[src/rtl/trb_mem_ctrl_pkg.sv]
// Shared constants and types for the trace-buffer memory stage.
package trb_mem_ctrl_pkg;

  localparam int unsigned TRB_WIDTH         = 8;
  localparam int unsigned TRB_ADDR_WIDTH    = 3;
  localparam int unsigned TRB_DEPTH         = 2 ** TRB_ADDR_WIDTH;
  localparam int unsigned TRB_OVF_CNT_WIDTH = 16;

  // Buffer policy selected by the Logger configuration.
  typedef enum logic {
    TRB_MODE_TRACE  = 1'b0,
    TRB_MODE_STREAM = 1'b1
  } trb_mode_e;

endpackage

[src/rtl/trb_mem_ctrl_if.sv]
// Logger <-> trace-buffer port bundle. The master side is the Logger,
// the slave side is trb_mem_ctrl.
interface trb_mem_ctrl_if
  import trb_mem_ctrl_pkg::*;
#(
  parameter int unsigned WIDTH         = TRB_WIDTH,
  parameter int unsigned ADDR_WIDTH    = TRB_ADDR_WIDTH,
  parameter int unsigned OVF_CNT_WIDTH = TRB_OVF_CNT_WIDTH
);

  logic                     CLEAR_I;
  trb_mode_e                MODE_I;
  logic                     RW_TURN_O;
  logic                     WRITE_I;
  logic [ADDR_WIDTH-1:0]    WRITE_PTR_I;
  logic [WIDTH-1:0]         DMEM_I;
  logic                     WRITE_ALLOW_O;
  logic                     READ_I;
  logic [ADDR_WIDTH-1:0]    READ_PTR_I;
  logic [WIDTH-1:0]         DMEM_O;
  logic                     READ_ALLOW_O;
  logic [ADDR_WIDTH:0]      FILL_O;
  logic [OVF_CNT_WIDTH-1:0] OVF_CNT_O;

  modport master (
    output CLEAR_I, MODE_I, WRITE_I, WRITE_PTR_I, DMEM_I, READ_I, READ_PTR_I,
    input  RW_TURN_O, WRITE_ALLOW_O, DMEM_O, READ_ALLOW_O, FILL_O, OVF_CNT_O
  );

  modport slave (
    input  CLEAR_I, MODE_I, WRITE_I, WRITE_PTR_I, DMEM_I, READ_I, READ_PTR_I,
    output RW_TURN_O, WRITE_ALLOW_O, DMEM_O, READ_ALLOW_O, FILL_O, OVF_CNT_O
  );

endinterface

[src/rtl/trb_sdp_ram.sv]
// Simple dual-port trace RAM: one write port, one registered read port
// with enable. Array is not reset; only the read register is.
module trb_sdp_ram #(
  parameter int unsigned WIDTH      = 8,
  parameter int unsigned ADDR_WIDTH = 3
) (
  input  logic                  clk,
  input  logic                  rst,
  input  logic                  we,
  input  logic [ADDR_WIDTH-1:0] waddr,
  input  logic [WIDTH-1:0]      wdata,
  input  logic                  re,
  input  logic [ADDR_WIDTH-1:0] raddr,
  output logic [WIDTH-1:0]      rdata
);

  localparam int unsigned DEPTH = 2 ** ADDR_WIDTH;

  logic [WIDTH-1:0] mem [DEPTH];

  // Write port.
  always_ff @(posedge clk) begin
    if (we) begin
      mem[waddr] <= wdata;
    end
  end

  // Registered read port; holds its value while re is low.
  always_ff @(posedge clk or posedge rst) begin
    if (rst) begin
      rdata <= '0;
    end else if (re) begin
      rdata <= mem[raddr];
    end
  end

endmodule

[src/rtl/trb_mem_ctrl.sv]
// Trace-buffer memory and arbitration stage downstream of the Logger.
// Alternates read/write slots, owns the trace RAM, tracks occupancy and
// drives the write/read permissions back to the Logger.
// Optional dropped-write counter: define TRB_MEM_OVF_CNT_EN.
module trb_mem_ctrl
  import trb_mem_ctrl_pkg::*;
#(
  parameter int unsigned WIDTH         = TRB_WIDTH,
  parameter int unsigned ADDR_WIDTH    = TRB_ADDR_WIDTH,
  parameter int unsigned OVF_CNT_WIDTH = TRB_OVF_CNT_WIDTH
) (
  input  logic           CLK_I,
  input  logic           RST_I,
  trb_mem_ctrl_if.slave  bus
);

  localparam logic [ADDR_WIDTH:0] DEPTH    = {1'b1, {ADDR_WIDTH{1'b0}}};
  localparam logic [ADDR_WIDTH:0] FILL_ONE = {{ADDR_WIDTH{1'b0}}, 1'b1};

  logic                  rw_turn;
  logic [ADDR_WIDTH:0]   fill;
  logic                  write_allow;
  logic                  commit;
  logic                  consume;
  logic                  rd_en;
  logic [WIDTH-1:0]      rd_data;

  // Stream mode refuses writes once every slot holds unread data.
  assign write_allow = (bus.MODE_I == TRB_MODE_TRACE) || (fill < DEPTH);
  assign commit      = rw_turn & bus.WRITE_I & write_allow;
  assign consume     = bus.READ_I & (fill != '0);
  assign rd_en       = ~rw_turn;

  // Read/write slot toggle; first edge after reset is a read slot.
  always_ff @(posedge CLK_I or posedge RST_I) begin
    if (RST_I) begin
      rw_turn <= 1'b0;
    end else begin
      rw_turn <= ~rw_turn;
    end
  end

  // Occupancy: clear wins, trace mode saturates at depth (oldest word lost).
  always_ff @(posedge CLK_I or posedge RST_I) begin
    if (RST_I) begin
      fill <= '0;
    end else if (bus.CLEAR_I) begin
      fill <= '0;
    end else if (commit && !consume) begin
      if (fill != DEPTH) begin
        fill <= fill + FILL_ONE;
      end
    end else if (consume && !commit) begin
      fill <= fill - FILL_ONE;
    end
  end

  trb_sdp_ram #(
    .WIDTH      (WIDTH),
    .ADDR_WIDTH (ADDR_WIDTH)
  ) u_ram (
    .clk   (CLK_I),
    .rst   (RST_I),
    .we    (commit),
    .waddr (bus.WRITE_PTR_I),
    .wdata (bus.DMEM_I),
    .re    (rd_en),
    .raddr (bus.READ_PTR_I),
    .rdata (rd_data)
  );

  assign bus.RW_TURN_O     = rw_turn;
  assign bus.WRITE_ALLOW_O = write_allow;
  assign bus.READ_ALLOW_O  = (fill != '0);
  assign bus.FILL_O        = fill;
  assign bus.DMEM_O        = rd_data;

`ifdef TRB_MEM_OVF_CNT_EN
  localparam logic [OVF_CNT_WIDTH-1:0] OVF_ONE = {{(OVF_CNT_WIDTH-1){1'b0}}, 1'b1};

  logic                     drop;
  logic [OVF_CNT_WIDTH-1:0] ovf_cnt;

  assign drop = rw_turn & bus.WRITE_I & ~write_allow;

  // Saturating count of write-slot writes refused for lack of space.
  always_ff @(posedge CLK_I or posedge RST_I) begin
    if (RST_I) begin
      ovf_cnt <= '0;
    end else if (bus.CLEAR_I) begin
      ovf_cnt <= '0;
    end else if (drop && (ovf_cnt != '1)) begin
      ovf_cnt <= ovf_cnt + OVF_ONE;
    end
  end

  assign bus.OVF_CNT_O = ovf_cnt;
`else
  assign bus.OVF_CNT_O = {OVF_CNT_WIDTH{1'b0}};
`endif

endmodule

[src/flat_wrapper.sv]
// flat-port wrapper written by rule: the top's interface ports become plain ports
module trb_mem_ctrl_flat import trb_mem_ctrl_pkg::*;
#(
  parameter int unsigned WIDTH         = TRB_WIDTH,
  parameter int unsigned ADDR_WIDTH    = TRB_ADDR_WIDTH,
  parameter int unsigned OVF_CNT_WIDTH = TRB_OVF_CNT_WIDTH
)
  (CLK_I, RST_I, bus_CLEAR_I, bus_MODE_I, bus_WRITE_I, bus_WRITE_PTR_I, bus_DMEM_I, bus_READ_I, bus_READ_PTR_I, bus_RW_TURN_O, bus_WRITE_ALLOW_O, bus_DMEM_O, bus_READ_ALLOW_O, bus_FILL_O, bus_OVF_CNT_O);
  trb_mem_ctrl_if #(.WIDTH(WIDTH), .ADDR_WIDTH(ADDR_WIDTH), .OVF_CNT_WIDTH(OVF_CNT_WIDTH)) bus_i ();
  input  logic CLK_I;
  input  logic RST_I;
  input wire logic [$bits(bus_i.CLEAR_I)-1:0] bus_CLEAR_I;
  input wire logic [$bits(bus_i.MODE_I)-1:0] bus_MODE_I;
  input wire logic [$bits(bus_i.WRITE_I)-1:0] bus_WRITE_I;
  input wire logic [$bits(bus_i.WRITE_PTR_I)-1:0] bus_WRITE_PTR_I;
  input wire logic [$bits(bus_i.DMEM_I)-1:0] bus_DMEM_I;
  input wire logic [$bits(bus_i.READ_I)-1:0] bus_READ_I;
  input wire logic [$bits(bus_i.READ_PTR_I)-1:0] bus_READ_PTR_I;
  output wire logic [$bits(bus_i.RW_TURN_O)-1:0] bus_RW_TURN_O;
  output wire logic [$bits(bus_i.WRITE_ALLOW_O)-1:0] bus_WRITE_ALLOW_O;
  output wire logic [$bits(bus_i.DMEM_O)-1:0] bus_DMEM_O;
  output wire logic [$bits(bus_i.READ_ALLOW_O)-1:0] bus_READ_ALLOW_O;
  output wire logic [$bits(bus_i.FILL_O)-1:0] bus_FILL_O;
  output wire logic [$bits(bus_i.OVF_CNT_O)-1:0] bus_OVF_CNT_O;
  assign bus_i.CLEAR_I = bus_CLEAR_I;
  assign bus_i.MODE_I = bus_MODE_I;
  assign bus_i.WRITE_I = bus_WRITE_I;
  assign bus_i.WRITE_PTR_I = bus_WRITE_PTR_I;
  assign bus_i.DMEM_I = bus_DMEM_I;
  assign bus_i.READ_I = bus_READ_I;
  assign bus_i.READ_PTR_I = bus_READ_PTR_I;
  assign bus_RW_TURN_O = bus_i.RW_TURN_O;
  assign bus_WRITE_ALLOW_O = bus_i.WRITE_ALLOW_O;
  assign bus_DMEM_O = bus_i.DMEM_O;
  assign bus_READ_ALLOW_O = bus_i.READ_ALLOW_O;
  assign bus_FILL_O = bus_i.FILL_O;
  assign bus_OVF_CNT_O = bus_i.OVF_CNT_O;
  trb_mem_ctrl #(.WIDTH(WIDTH), .ADDR_WIDTH(ADDR_WIDTH), .OVF_CNT_WIDTH(OVF_CNT_WIDTH)) u_core (.CLK_I(CLK_I), .RST_I(RST_I), .bus(bus_i));
endmodule
[config.mk]
export PLATFORM = sky130hd
export DESIGN_NAME = trb_mem_ctrl_flat
export DESIGN_NICKNAME = d
export VERILOG_FILES = /design/src/rtl/trb_mem_ctrl_pkg.sv /design/src/rtl/trb_mem_ctrl_if.sv /design/src/rtl/trb_sdp_ram.sv /design/src/rtl/trb_mem_ctrl.sv /design/src/flat_wrapper.sv
export SDC_FILE = /design/constraint.sdc
export NUM_CORES = 1
export LEC_CHECK = 0
export CAP_MARGIN = 10
export CORE_UTILIZATION = 29
export DETAILED_ROUTE_END_ITERATION = 10
export SLEW_MARGIN = 40
export SYNTH_ARGS = -nofsm -noshare
export SYNTH_HDL_FRONTEND = slang
export SYNTH_SLANG_ARGS = --single-unit
[constraint.sdc]
create_clock -name CLK_I -period 5.41 [get_ports CLK_I]
set_input_delay 1.082 -clock CLK_I [delete_from_list [all_inputs] [get_ports CLK_I]]
set_output_delay 1.082 -clock CLK_I [all_outputs]
set_load 0.05 [all_outputs]
==> results.py <==
metrics = {
    "power_and_ir_drop": {
        "leakagePower_nw": 1.46,
        "power.density_mw_per_mm2": 417,
        "irDropWorstVdd_mv": 0.169,
    },
    "sta": {
        "rsz0062_at_grt": "no",
        "finalHoldViolations": 0,
        "setup_violations": 0,
        "fin_crit_sh_pct": 64.1,
        "setup_tns_ns": 0,
        "fin_crit_ns": 3.47,
        "finalMaxSlewViolations": 0,
        "relSlewSlack_pct": 45.8,
        "worstMarginPinSlew_ns": 0.809,
        "fmax_ghz": 0.288,
        "fin_skew_ns": 0.00539,
    },
    "worst_hold_path": {
        "hp-start": "u_core.u_ram.rdata[0]",
        "worstHoldEndpoint": "u_core.u_ram.rdata[0]",
        "hold_class": "flip-flop to flip-flop",
        "min_delay_path_depth": 2,
    },
    "grt": {
        "grt_pass1_wl_mm": 9.32,
        "grt_start_max_net_pins": 21,
        "grt_pass1_vias": 1720,
        "grtUsageTotal_pct": 11.1,
        "grt_overflow_total": 0,
        "antenna_found_initial": 0,
    },
    "outcome": {
        "status": "completed",
    },
    "routing": {
        "drc": 0,
        "vias": 1747,
        "wl_per_cell_um": 15.2,
        "routed_via_density": 4.48,
        "drt_iter0_drc": 46,
        "drtPass1Iterations": 4,
        "wl_mm": 5.94,
        "detail-route-antenna-nets": 0,
    },
    "floorplanning": {
        "core_area_mm2": 0.0110,
        "die_h_um": 109,
        "die_area_mm2": 0.0119,
        "rows": 38,
        "fp.dieW_um": 109,
        "initial_core_util_pct": 30.3,
        "io_pins": 51,
    },
    "critical_path": {
        "reg2reg_depth": 10,
        "endpoint_kind": "output pin",
        "r2r_start": "u_core.bus.FILL_O[1]",
        "critPathRequiredTime_ns": 4.33,
        "r2r_end": "u_core.bus.FILL_O[3]",
        "critPathKind": "input port to output pin",
        "cp-start-kind": "input port",
        "path_max_fanout": 3,
        "worstPathArrival_ns": 2.39,
        "r2r_slack_ns": 2.73,
    },
    "yosys": {
        "ys_ff_latch": 77,
        "yosysWarnings": 0,
        "synth.cell_area_mm2": 0.00332,
        "yosysUniqueCellTypes": 36,
        "async_reset_ff_share_pct": 16.9,
        "synth_edf_count": 64,
        "yosys_most_used_dff": "edfxtp_1",
        "synth_area_per_cell_um2": 16.3,
        "ys_seq_area_share_pct": 67.6,
        "synth_cells": 204,
    },
    "clock_tree": {
        "post_cts.repair.setup_buffers": 0,
        "cts_made_buffers": 9,
        "ctsHoldBuffers": 0,
        "tritoncts": "built",
        "cts-root-buf": "clkbuf_16",
        "cts_resized": 0,
        "clk-insertion-delay-late_ns": 0.33,
        "clock_sinks": 77,
        "cts_buffer_depth": 2,
        "htree_levels": 3,
        "cts.clk_slew.worst_paths_ns": 0.05,
    },
    "layout": {
        "num_antenna_cells": 0,
        "drive_gt1_share_pct": 17.6,
        "ff_latch_area_mm2": 0.00225,
        "final_cell_mix": "64 x edfxtp_1, 33 x clkdlybuf4s50_1, 16 x mux4_2, 16 x conb_1, 13 x dfrtp_1",
        "n_fill_cell": 1029,
        "syn2layout_area_growth_pct": 22.9,
        "layout.nets": 268,
        "multi_input_area_um2": 937,
        "fin_cells": 390,
        "final_common_cell": "edfxtp_1",
    },
    "flow_run": {
        "cap_violations": 0,
    },
    "placement": {
        "dp.final_hpwl_mm": 4.08,
        "io_buffers": 34,
        "dp_cells": 374,
        "place.gp.congestion": 0.766,
    },
}
## final cells by class
type | instances | share of cell area (%)
timing repair buffer | 41 | 9.49
tap | 140 | 4.29
sequential | 77 | 55.0
multi-input combinational | 110 | 22.9
clock buffer | 9 | 5.51
clock inverter | 7 | 2.21
inverter | 6 | 0.551
## where the power goes
part | internal (W) | switching (W) | leakage (nW)
clock network | 0.000401 | 0.000218 | 0.153
registers | 0.000665 | 0.0000235 | 0.737
logic | 0.000144 | 0.000253 | 0.574
total | 0.00121 | 0.000494 | 1.46
## synthesized netlist by cell type (3+ instances only)
cell / n / area, um^2
nor2b_1: 3 / 18.8
buf_4: 17 / 128
mux4_2: 16 / 360
nand3_1: 3 / 15.0
clkbuf_1: 3 / 11.3
nor3_1: 5 / 25.0
edfxtp_1: 64 / 1920
o21ai_1: 9 / 45.0
dfrtp_1: 13 / 325
nand2_1: 12 / 45.0
inv_1: 6 / 22.5
buf_2: 3 / 15.0
nor2_1: 8 / 30.0
a21oi_1: 4 / 20.0
mux2i_1: 10 / 100
## metal layers
layer	track usage, %	vias up	wire, um
met5	0	-	0
met4	3.76	0	76
met3	4.00	9	481
met2	18.1	63	2920
met1	13.6	850	2460
li1	-	825	-
## metrics by stage
step / util, % / hold slack (ns) / power (W) / cell area (um^2) / worst slack [ns]
6_report: 37.2 / 0.486 / 0.00170 / 4090 / 1.94
5_1_grt: 37.2 / 0.522 / 0.00178 / 4090 / 1.91
4_1_cts: 37.2 / 0.496 / 0.00172 / 4090 / 1.93
3_5_place_dp: 34.3 / 0.482 / 0.00110 / 3770 / 1.94
3_3_place_gp: 34.3 / 0.478 / 0.00110 / 3770 / 1.95
2_1_floorplan: - / 0.698 / 0.000994 / 3380 / 2.34
## sequential cells by signal, indices dropped and copies added (netlist names)
| register | flops |
|---|---|
| u_core.u_ram.mem | 64 |
| u_core.u_ram.rdata | 8 |
| u_core.bus.FILL_O | 4 |
| u_core.bus.RW_TURN_O | 1 |
## how the worst max path moves through the flow
stage	start	end	slack, ns
global placement	bus_MODE_I	bus_WRITE_ALLOW_O	1.95
detailed placement	bus_MODE_I	bus_WRITE_ALLOW_O	1.94
global route	bus_MODE_I	bus_WRITE_ALLOW_O	1.91
finish	bus_MODE_I	bus_WRITE_ALLOW_O	1.94
floorplan	bus_MODE_I	u_core.u_ram.mem[2][0]	2.34
CTS	bus_MODE_I	bus_WRITE_ALLOW_O	1.93
## cell families (layout without fill, tap and decap cells)
family,after synthesis,in the layout,share of synthesized area [%]
DFF,77,77,67.6
and+or+nand+nor,42,42,6.44
buffers and inverters,32,63,6.10
muxes,27,27,14.3
AOI/OAI and AO/OA,20,20,3.54
adders and majority gates,3,3,1.36
xor gates and xnor gates,2,2,0.527
other,1,16,0.113
## critical path, cell delays in order
cell and delay, ns:
clkdlybuf4s50_1 0.41, nand2_2 0.09, clkdlybuf4s50_1 0.80
Note: power is estimated with default switching activity, not from simulation.
